## config.mk

```make
export PLATFORM = sky130hd
export DESIGN_NAME = mem_port_arbiter
export DESIGN_NICKNAME = d
export VERILOG_FILES = /design/src/rtl/mem_port_arbiter_pkg.sv /design/src/rtl/arb_timeout_cnt.sv /design/src/rtl/mem_port_arbiter.sv
export SDC_FILE = /design/constraint.sdc
export NUM_CORES = 1
export LEC_CHECK = 0
export ABC_CLOCK_PERIOD_IN_PS = 3600
export BUFFER_PORTS_ARGS = -buffer_cell sky130_fd_sc_hd__buf_2
export CORE_UTILIZATION = 48
export DETAILED_ROUTE_END_ITERATION = 6
export PLACE_DENSITY = 0.94
export SLEW_MARGIN = 40
export SYNTH_ARGS = -nofsm -noshare
export SYNTH_HDL_FRONTEND = slang
export SYNTH_SLANG_ARGS = --single-unit
```

## constraint.sdc

```tcl
create_clock -name clk -period 3.6 [get_ports clk]
set_input_delay 0.36 -clock clk [delete_from_list [all_inputs] [get_ports clk]]
set_output_delay 0.36 -clock clk [all_outputs]
set_load 0.02 [all_outputs]
```

## src/rtl/mem_port_arbiter_pkg.sv

```systemverilog
// rtl/mem_port_arbiter_pkg.sv - shared state encodings and port indices for the memory port arbiter
package mem_port_arbiter_pkg;

   typedef enum logic [1:0] {
      ST_IDLE = 2'd0,
      ST_BUSY = 2'd1,
      ST_DONE = 2'd2
   } state_e;

   // Select values for the external addr/wdata muxes
   localparam logic P_IF = 1'b0;
   localparam logic P_DM = 1'b1;

endpackage

```

## src/rtl/arb_timeout_cnt.sv

```systemverilog
// rtl/arb_timeout_cnt.sv - BUSY cycle counter flagging expiry at TIMEOUT-1
module arb_timeout_cnt #(
   parameter int unsigned TIMEOUT = 16
) (
   input  logic clk,
   input  logic reset,
   input  logic clr,
   input  logic en,
   output logic expired
);

   localparam int unsigned CW = (TIMEOUT > 1) ? $clog2(TIMEOUT) : 1;

   generate
      if (TIMEOUT == 0) begin : g_off
         logic unused_inputs;
         assign unused_inputs = ^{clk, reset, clr, en};
         assign expired = 1'b0;
      end else begin : g_cnt
         localparam logic [CW-1:0] LAST = CW'(TIMEOUT - 1);
         logic [CW-1:0] cnt_q;
         logic [CW-1:0] cnt_d;

         always_comb begin
            cnt_d = cnt_q;
            if (clr) begin
               cnt_d = '0;
            end else if (en) begin
               cnt_d = cnt_q + 1'b1;
            end
         end

         always_ff @(posedge clk) begin
            if (reset) begin
               cnt_q <= '0;
            end else begin
               cnt_q <= cnt_d;
            end
         end

         // Expiry leaves BUSY, so the counter never runs past LAST
         assign expired = en && (cnt_q == LAST);
      end
   endgenerate

endmodule

```

## src/rtl/mem_port_arbiter.sv

```systemverilog
// rtl/mem_port_arbiter.sv - two-port arbiter sequencing the shared data-memory handshake
module mem_port_arbiter
   import mem_port_arbiter_pkg::*;
#(
   parameter int unsigned TIMEOUT    = 16,
   parameter bit          FIXED_PRIO = 1'b0
) (
   input  logic        clk,
   input  logic        reset,
   input  logic        req0,
   input  logic        we0,
   input  logic        req1,
   input  logic        we1,
   input  logic        mem_ack,
   input  logic [31:0] mem_rdata,
   output logic        mem_sel,
   output logic        mem_req,
   output logic        mem_we,
   output logic        gnt0,
   output logic        gnt1,
   output logic        done0,
   output logic        done1,
   output logic [31:0] rdata,
   output logic        err
);

   state_e      state_q, state_d;
   logic        sel_q, sel_d;
   logic        last_q, last_d;
   logic        err_q, err_d;
   logic [31:0] rdata_q, rdata_d;
   logic        busy;
   logic        expired;

   assign busy = (state_q == ST_BUSY);

   arb_timeout_cnt #(
      .TIMEOUT (TIMEOUT)
   ) u_timeout_cnt (
      .clk     (clk),
      .reset   (reset),
      .clr     (!busy),
      .en      (busy),
      .expired (expired)
   );

   always_ff @(posedge clk) begin
      if (reset) begin
         state_q <= ST_IDLE;
         sel_q   <= P_IF;
         last_q  <= P_DM;
         err_q   <= 1'b0;
         rdata_q <= '0;
      end else begin
         state_q <= state_d;
         sel_q   <= sel_d;
         last_q  <= last_d;
         err_q   <= err_d;
         rdata_q <= rdata_d;
      end
   end

   always_comb begin
      state_d = state_q;
      sel_d   = sel_q;
      last_d  = last_q;
      err_d   = err_q;
      rdata_d = rdata_q;
      unique case (state_q)
         ST_IDLE: begin
            if (req0 || req1) begin
               state_d = ST_BUSY;
               if (req0 && req1) begin
                  sel_d = FIXED_PRIO ? P_DM : ~last_q;
               end else begin
                  sel_d = req1 ? P_DM : P_IF;
               end
            end
         end
         ST_BUSY: begin
            // An ack on the expiry cycle still counts as a normal completion
            if (mem_ack) begin
               state_d = ST_DONE;
               rdata_d = mem_rdata;
               last_d  = sel_q;
               err_d   = 1'b0;
            end else if (expired) begin
               state_d = ST_DONE;
               rdata_d = '0;
               last_d  = sel_q;
               err_d   = 1'b1;
            end
         end
         ST_DONE: begin
            state_d = ST_IDLE;
         end
         default: begin
            state_d = ST_IDLE;
         end
      endcase
   end

   always_comb begin
      mem_sel = sel_q;
      mem_req = busy;
      mem_we  = busy && (sel_q ? we1 : we0);
      gnt0    = busy && (sel_q == P_IF);
      gnt1    = busy && (sel_q == P_DM);
      done0   = (state_q == ST_DONE) && (sel_q == P_IF);
      done1   = (state_q == ST_DONE) && (sel_q == P_DM);
      err     = (state_q == ST_DONE) && err_q;
      rdata   = rdata_q;
   end

endmodule

```

Yosys cells after proc, flatten, opt, wreduce, memory -nomap -nowiden
Index checks and enable logic that the tools add are counted.
{"block": "totals", "inputBits": 39, "regBits": 41, "word_cells": 43}
{"block": "op_classes", "n_eq_ne": 5, "bitwise": 3, "n_reduce_logical": 15, "addsub": 1, "n_mux": 13}
{"cell": "$mux W32", "n": 2}
{"cell": "$logic_and A1 B1 Y1", "n": 8}
{"cell": "$mux W1", "n": 7}
{"cell": "$mux W2", "n": 3}
{"cell": "$reduce_and A2 Y1", "n": 3}
{"cell": "$add A4 B1 Y4 const B", "n": 1}
{"cell": "$eq A4 B4 Y1 const B", "n": 1}
{"cell": "$pmux W2 S2", "n": 1}
{"cell": "$ne A3 B2 Y1 const B", "n": 1}
{"cell": "$not A1 Y1", "n": 3}
{"cell": "$eq A2 B1 Y1 const B", "n": 1}
{"cell": "$eq A2 B2 Y1 const B", "n": 1}
{"cell": "$logic_not A2 Y1", "n": 1}
{"cell": "$ne A2 B2 Y1 const B", "n": 1}
{"cell": "$reduce_bool A2 Y1", "n": 1}
{"cell": "$reduce_or A2 Y1", "n": 1}
{"cell": "$logic_or A1 B1 Y1", "n": 1}

Depth between registers and ports, before layout
Gate-level depths: netlist of run 1.
{"block": "depth", "ltp_word": 5, "depth_mapped": 5, "depth_no_buf": 4}

Modules after synthesis
A second synthesis of run 1 with hierarchy kept.
{"block": "hier_totals", "cells_unflattened": 121, "hier_area_um2": 1485.2}
{"mod": "mem_port_arbiter", "area_per_inst_um2": 1263.7, "cells_per_inst": 103, "seq_area_each_um2": 740.7, "instances": 1}
{"mod": "arb_timeout_cnt", "area_per_inst_um2": 221.5, "cells_per_inst": 18, "seq_area_each_um2": 80.1, "instances": 1}

Worst setup path before layout of run 1
No wires, ideal clock.
{"block": "synth_timing", "path_kind": "register to output", "from": "reg sel_q (netlist: mem_sel)", "to": "out done0", "stages_incl_launch_ff": 2, "t_arrival_ps": 978, "slack_ps": 2262, "n_path_buf": 0, "path_cell_list": "dfxtp_1 -> nor3b_1"}
{"block": "synth_via", "elab_chain_len": 2}
{"element": "start: declaration", "line": "mem_port_arbiter.sv:28", "text": "logic sel_q, sel_d;"}
{"element": "start signal: assignment", "line": "mem_port_arbiter.sv:56", "text": "sel_q <= sel_d;"}
{"element": "$not A1 Y1", "line": "mem_port_arbiter.sv:109", "text": "done0 = (state_q == ST_DONE) && (sel_q == P_IF);"}
{"element": "$logic_and A1 B1 Y1", "line": "mem_port_arbiter.sv:109"}
{"element": "end: declaration", "line": "mem_port_arbiter.sv:21", "text": "output logic done0,"}
No other way between the ends.

Worst setup path in the final report of run 1
{"block": "layout_timing", "from": "reg state_q[1]", "to": "out mem_we"}
{"block": "layout_via", "elab_chain_len": 2}
{"element": "start: declaration", "line": "mem_port_arbiter.sv:27", "text": "state_e state_q, state_d;"}
{"element": "start signal: assignment", "line": "mem_port_arbiter.sv:55", "text": "state_q <= state_d;"}
{"element": "$eq A2 B1 Y1", "line": "mem_port_arbiter.sv:35", "text": "assign busy = (state_q == ST_BUSY);"}
{"element": "$logic_and A1 B1 Y1", "line": "mem_port_arbiter.sv:106", "text": "mem_we = busy && (sel_q ? we1 : we0);"}
{"element": "end: declaration", "line": "mem_port_arbiter.sv:18", "text": "output logic mem_we,"}
No other way between the ends.

==> impl_metrics.yaml, run 1 <==
status:
  outcome: "complete, no violations"
global_route:
  grt_max_degree: 42
  overflow: 0
  antenna_found_initial: 0
  grt_pass1_wl_mm: 5.76
  gr-usage-all-layers: 0.219
  grt_pass1_vias: 1406
logic_synthesis:
  synth-edff-count: 0
  synth_top_family_by_area: "compound AO/OA/AOI/OAI gates"
  yosysWarnings: 0
  synth_fp_nets: 227
  async_reset_ff_frac: 0
  ys.flop_type: "dfxtp_1"
  synthMuxAreaShare: 0.00628
  postSynthAreaPerCell_um2: 8.52
  synth-seq-cells: 41
  synthTopCellsByArea: "dfxtp_1 (52%), a21oi_1 (11%), o21ai_1 (8.5%), nand2_1 (8.2%), o21ai_0 (2.2%)"
  synth_top_area_frac: 0.515
  synth_xor_area_frac: 0.0110
  yosysSeqAreaShare: 0.515
  synth-simple-area-share: 0.145
  synth_compound_area_frac: 0.244
  synthCells: 187
  ys_types: 26
  synthAdderAreaFrac: 0.00786
  syn_area_mm2: 0.00159
  yosysTopAreaCell: "dfxtp_1"
cts:
  cts.repair.resized: 0
  cts_tree: "done"
  cts_buffer_depth: 2
  htreeDepth: 2
  cts_buffers: 5
  worstSkewPairLatency_ns: 0.34
  cts-root-buf: "clkbuf_4"
  clock-sinks: 41
  clkTransAtPathRegs_ns: 0.12
  cts_setup_buffers: 0
  hold_buffers: 0
routing:
  ant_nets: 0
  drt-total-wl_mm: 3.66
  routedWlPerCell_um: 12.1
  vias: 1565
  drc_errors: 0
  drt_iter0_drc: 110
  dr.pass1.iters: 4
  viasPerCell: 5.17
critical_path:
  critPathArrivalTime_ns: 1.96
  r2r_slack_ns: 1.87
  worstSetupStartpointType: "flip-flop"
  path_class: "reg -> out"
  worst-r2r-cell-count: 4
  cp_data_required_time_ns: 3.24
  worstReg2RegStart: "state_q[1]"
  cp-end-kind: "primary output"
  crit_path_max_fanout: 21
  r2r_end: "err_q"
power:
  power.leakage_uw: 0.000927
  p_seq_frac: 0.576
  peakVddDrop_mv: 0.239
  power_switching_uw: 243
  p_per_area_mw_per_mm2: 417
  pwr-share-comb: 0.169
  clkPwrFrac: 0.255
  netSwitchingFraction: 0.288
  p_int_uw: 601
place:
  dpl.hpwl_mm: 2.54
  placed_area_mm2: 0.00197
  gp_congestion: 0.710
  io_buffers: 78
floorplan:
  chipWidth_um: 59.6
  die_h_um: 59.6
  core_area_mm2: 0.00310
  io_pins: 79
  initial_core_util: 0.513
  rows: 20
  design.die.area_mm2: 0.00355
timing:
  setup_viol_count_final: 0
  rsz0062_at_grt: "false"
  fin_crit_sh: 0.644
  post-route-min-period_ns: 2.32
  skew_ns: 0.00699
  slew_headroom: 0.504
  tns_ns: 0
  fmax_mhz: 431
  drv_slew: 0
  final_hold_viol_count: 0
  worstMarginPinSlew_ns: 0.743
cells_and_area:
  nets: 298
  fin_area_mm2: 0.00202
  antenna_cells: 0
  syn_to_final_growth_pct: 27.0
  nFillCells: 297
  drive_above_1_share: 0.351
worst_hold_path:
  hold_path_depth: 3
  worstHoldStart: "mem_rdata[24]"
  hold_path_end: "rdata[24]"
  hold_class: "in -> reg"
flow_run:
  cap_violations: 0
metrics by stage:
step                       util  power [uW]  cells  worst slack, ns  hold WS [ns]
after CTS                 0.652         847    303             1.28         0.235
after floorplan               -         588    187             2.26         0.433
after global routing      0.652         886    303             1.13         0.216
after global placement    0.626         631    294             1.70         0.454
after detailed placement  0.635         639    295             1.67         0.461
final                     0.652         844    303             1.28         0.239
how the worst max path moves through the flow:
stage,to,slack [ns],start
after floorplan,done0,2.26,mem_sel
after global placement,mem_we,1.70,state_q[1]
after detailed placement,mem_we,1.67,state_q[1]
after CTS,mem_we,1.28,state_q[1]
after global routing,mem_we,1.13,state_q[1]
final,mem_we,1.28,state_q[1]
worst max-delay path: stages, from the launching register on:
cell	delay, ns
dfxtp_1	0.40
nand2b_1	0.61
buf_4	0.37
nor2_1	0.07
buf_2	0.16
power by group through the flow:
stage	sequential (uW)	clock [uW]	combinational (uW)
finish	486	215	143
global route	488	240	157
CTS	486	218	143
detailed placement	496	0	143
global placement	495	0	137
floorplan	516	0	72.5
cells in the mapped netlist, types with 2 or more instances:
master	number
dfxtp_1	41
nand2_1	35
a21oi_1	34
o21ai_1	27
o21ai_0	7
buf_2	4
buf_4	4
clkbuf_1	4
nor3_1	4
and3b_1	3
buf_6	3
inv_1	3
nor2_1	3
nand3_1	2
nor3b_1	2
metal layers:
metal | vias up | GRT usage | wire length, um
met1 | 706 | 0.234 | 1610
met2 | 73 | 0.395 | 1690
met3 | 8 | 0.0721 | 295
li1 | 778 | - | -
met5 | - | 0 | 0
met4 | 0 | 0.0897 | 64
state kept, by name, summed over array words and instances (netlist names):
name / count
rdata: 32
u_timeout_cnt.g_cnt.cnt_q: 4
state_q: 2
err_q: 1
last_q: 1
mem_sel: 1
layout make-up:
| class | instances | area, um^2 | area share |
|---|---|---|---|
| Clock buffer | 6 | 41.3 | 0.0204 |
| Clock inverter | 2 | 10.0 | 0.00495 |
| Inverter | 3 | 11.3 | 0.00557 |
| Multi-Input combinational cell | 127 | 659 | 0.326 |
| Sequential cell | 41 | 821 | 0.406 |
| Tap cell | 44 | 55.1 | 0.0272 |
| Timing Repair Buffer | 80 | 425 | 0.210 |
cell families after synthesis:
logic type	count (synthesis)
compound gates	72
simple gates	51
flops	41
buf+inv	19
xor+xnor	2
mux	1
fa+ha+maj	1
cells in the final DEF (no fill, tap or decap), types with 2 or more instances in the layout:
master    instances
a21oi_1          34
nor2_1            3
nor3_1            4
inv_1             3
nand2_1          35
and3b_1           2
nand3_1           2
o21ai_0           7
nor3b_1           2
clkbuf_4          5
o21ai_1          27
clkinv_2          2
buf_2            78
dfxtp_1          41
Note: power is estimated with default switching activity, not from simulation.
==> inputs of run 2 (changes only) <==
ABC_CLOCK_PERIOD_IN_PS = 2300   (was 3600)
CORE_UTILIZATION = 45   (was 48)
PLACE_DENSITY = 0.9   (was 0.94)
clock period = 2.3 ns   (was 3.6 ns; I/O delays follow)
==> impl_metrics.yaml, run 2 (synthesis gave the netlist of run 1 again) <==
status:
  outcome: "complete, no violations"
routing:
  ant_nets: 0
  viasPerCell: 5.08
  routedWlPerCell_um: 12.0
  drc_errors: 0
  drt_iter0_drc: 150
  drt-total-wl_mm: 3.67
  dr.pass1.iters: 4
  vias: 1554
power:
  power.leakage_uw: 0.000949
  peakVddDrop_mv: 0.549
  p_per_area_mw_per_mm2: 754
cts:
  cts_buffers: 5
  cts.repair.resized: 0
  worstSkewPairLatency_ns: 0.34
  htreeDepth: 2
  hold_buffers: 0
  clkTransAtPathRegs_ns: 0.13
  cts-root-buf: "clkbuf_4"
  clock-sinks: 41
  cts_tree: "done"
  cts_setup_buffers: 0
  cts_buffer_depth: 2
critical_path:
  cp_slowest_stage_delay_ns: 0.42
  worst-r2r-cell-count: 5
  cp_common_cell: "inv_1"
  worstSetupStartpointType: "flip-flop"
  crit_chain: "nand2b_1 -> inv_1 -> nand2_1 -> inv_1 -> buf_2"
  worstReg2RegStart: "u_timeout_cnt.g_cnt.cnt_q[0]"
  path_class: "reg -> out"
  r2r_slack_ns: 0.60
  cp_data_required_time_ns: 2.07
  r2r_end: "rdata[13]"
  critPathArrivalTime_ns: 1.67
  cp_slowest_cell: "nand2b_1"
  crit_path_max_fanout: 13
  cp-end-kind: "primary output"
timing:
  fmax_mhz: 527
  setup_viol_count_final: 0
  skew_ns: 0.0101
  worstMarginPinSlew_ns: 0.704
  post-route-min-period_ns: 1.90
  drv_slew: 0
  tns_ns: 0
  fin_crit_sh: 0.826
  timing.hold.ws_ns: 0.103
  final_hold_viol_count: 0
  rsz0062_at_grt: "false"
  slew_headroom: 0.531
cells_and_area:
  fin_area_mm2: 0.00207
  nets: 299
  largest_register_ffs: 32
  syn_to_final_growth_pct: 29.8
  drive_above_1_share: 0.354
  final_common_cell: "buf_2"
  antenna_cells: 0
  mostFrequentLayoutCells: "buf_2 (78), dfxtp_1 (41), nand2_1 (35)"
floorplan:
  rows: 21
  initial_core_util: 0.474
  io_pins: 79
  design.die.area_mm2: 0.00378
  die_h_um: 61.5
  chipWidth_um: 61.5
  core_area_mm2: 0.00336
global_route:
  overflow: 0
  grt_pass1_wl_mm: 5.52
  grt_pass1_vias: 1339
  grt_max_degree: 42
  gr-usage-all-layers: 0.198
  antenna_found_initial: 0
worst_hold_path:
  hold_class: "in -> reg"
  worstHoldStart: "mem_rdata[5]"
  hold_path_end: "rdata[5]"
  hold_path_depth: 3
place:
  io_buffers: 78
  gp_congestion: 0.725
  dpl.hpwl_mm: 2.51
  placed_area_mm2: 0.00196
flow_run:
  cap_violations: 0
run 2: stage by stage:
stage / instances / power (uW) / worst slack, ns / utilization
2_1_floorplan: 187 / 921 / 1.09 / -
3_3_place_gp: 298 / 991 / 0.709 / 0.583
3_5_place_dp: 298 / 995 / 0.645 / 0.583
4_1_cts: 306 / 1570 / 0.374 / 0.615
5_1_grt: 306 / 1630 / 0.246 / 0.615
6_report: 306 / 1560 / 0.401 / 0.615
run 2: cell type report:
| cell class | instances | area (um^2) |
|---|---|---|
| flip-flops and latches | 41 | 821 |
| clock buffers | 5 | 37.5 |
| multi-input cells | 127 | 658 |
| clock inverters | 3 | 68.8 |
| inverters | 3 | 11.3 |
| well taps | 46 | 57.6 |
| repair buffers | 81 | 413 |
| fillers | 317 | 1300 |
run 2: power breakdown:
group	leakage (uW)	switching (uW)	internal [uW]
Combinational	0.000560	140	79.3
Clock	0.0000558	236	342
Sequential	0.000334	18.9	742
run 2: metal layers:
layer	track usage	wire length [um]	vias to the layer above	share of wire
met5	0	0	-	0
met4	0.0857	14	0	0.0038
met3	0.0609	257	2	0.070
met2	0.336	1730	60	0.47
met1	0.230	1670	702	0.45
li1	-	-	790	-
run 2: how the worst max path moves through the flow:
stage / startpoint / to / slack, ns / cells after the start
after floorplan: u_timeout_cnt.g_cnt.cnt_q[0] / rdata[10] / 1.09 / 5
after global placement: u_timeout_cnt.g_cnt.cnt_q[0] / rdata[2] / 0.71 / 5
after detailed placement: u_timeout_cnt.g_cnt.cnt_q[0] / rdata[13] / 0.64 / 5
after CTS: state_q[1] / gnt1 / 0.37 / 5
after global routing: state_q[1] / gnt1 / 0.25 / 5
final: state_q[1] / gnt1 / 0.40 / 5
run 2: critical path, delay by kind of cell, from the launching register on:
family | cells | cell delay [ns]
buffers and inverters | 3 | 0.38
and+or+nand+nor | 2 | 0.55
DFF | 1 | 0.41
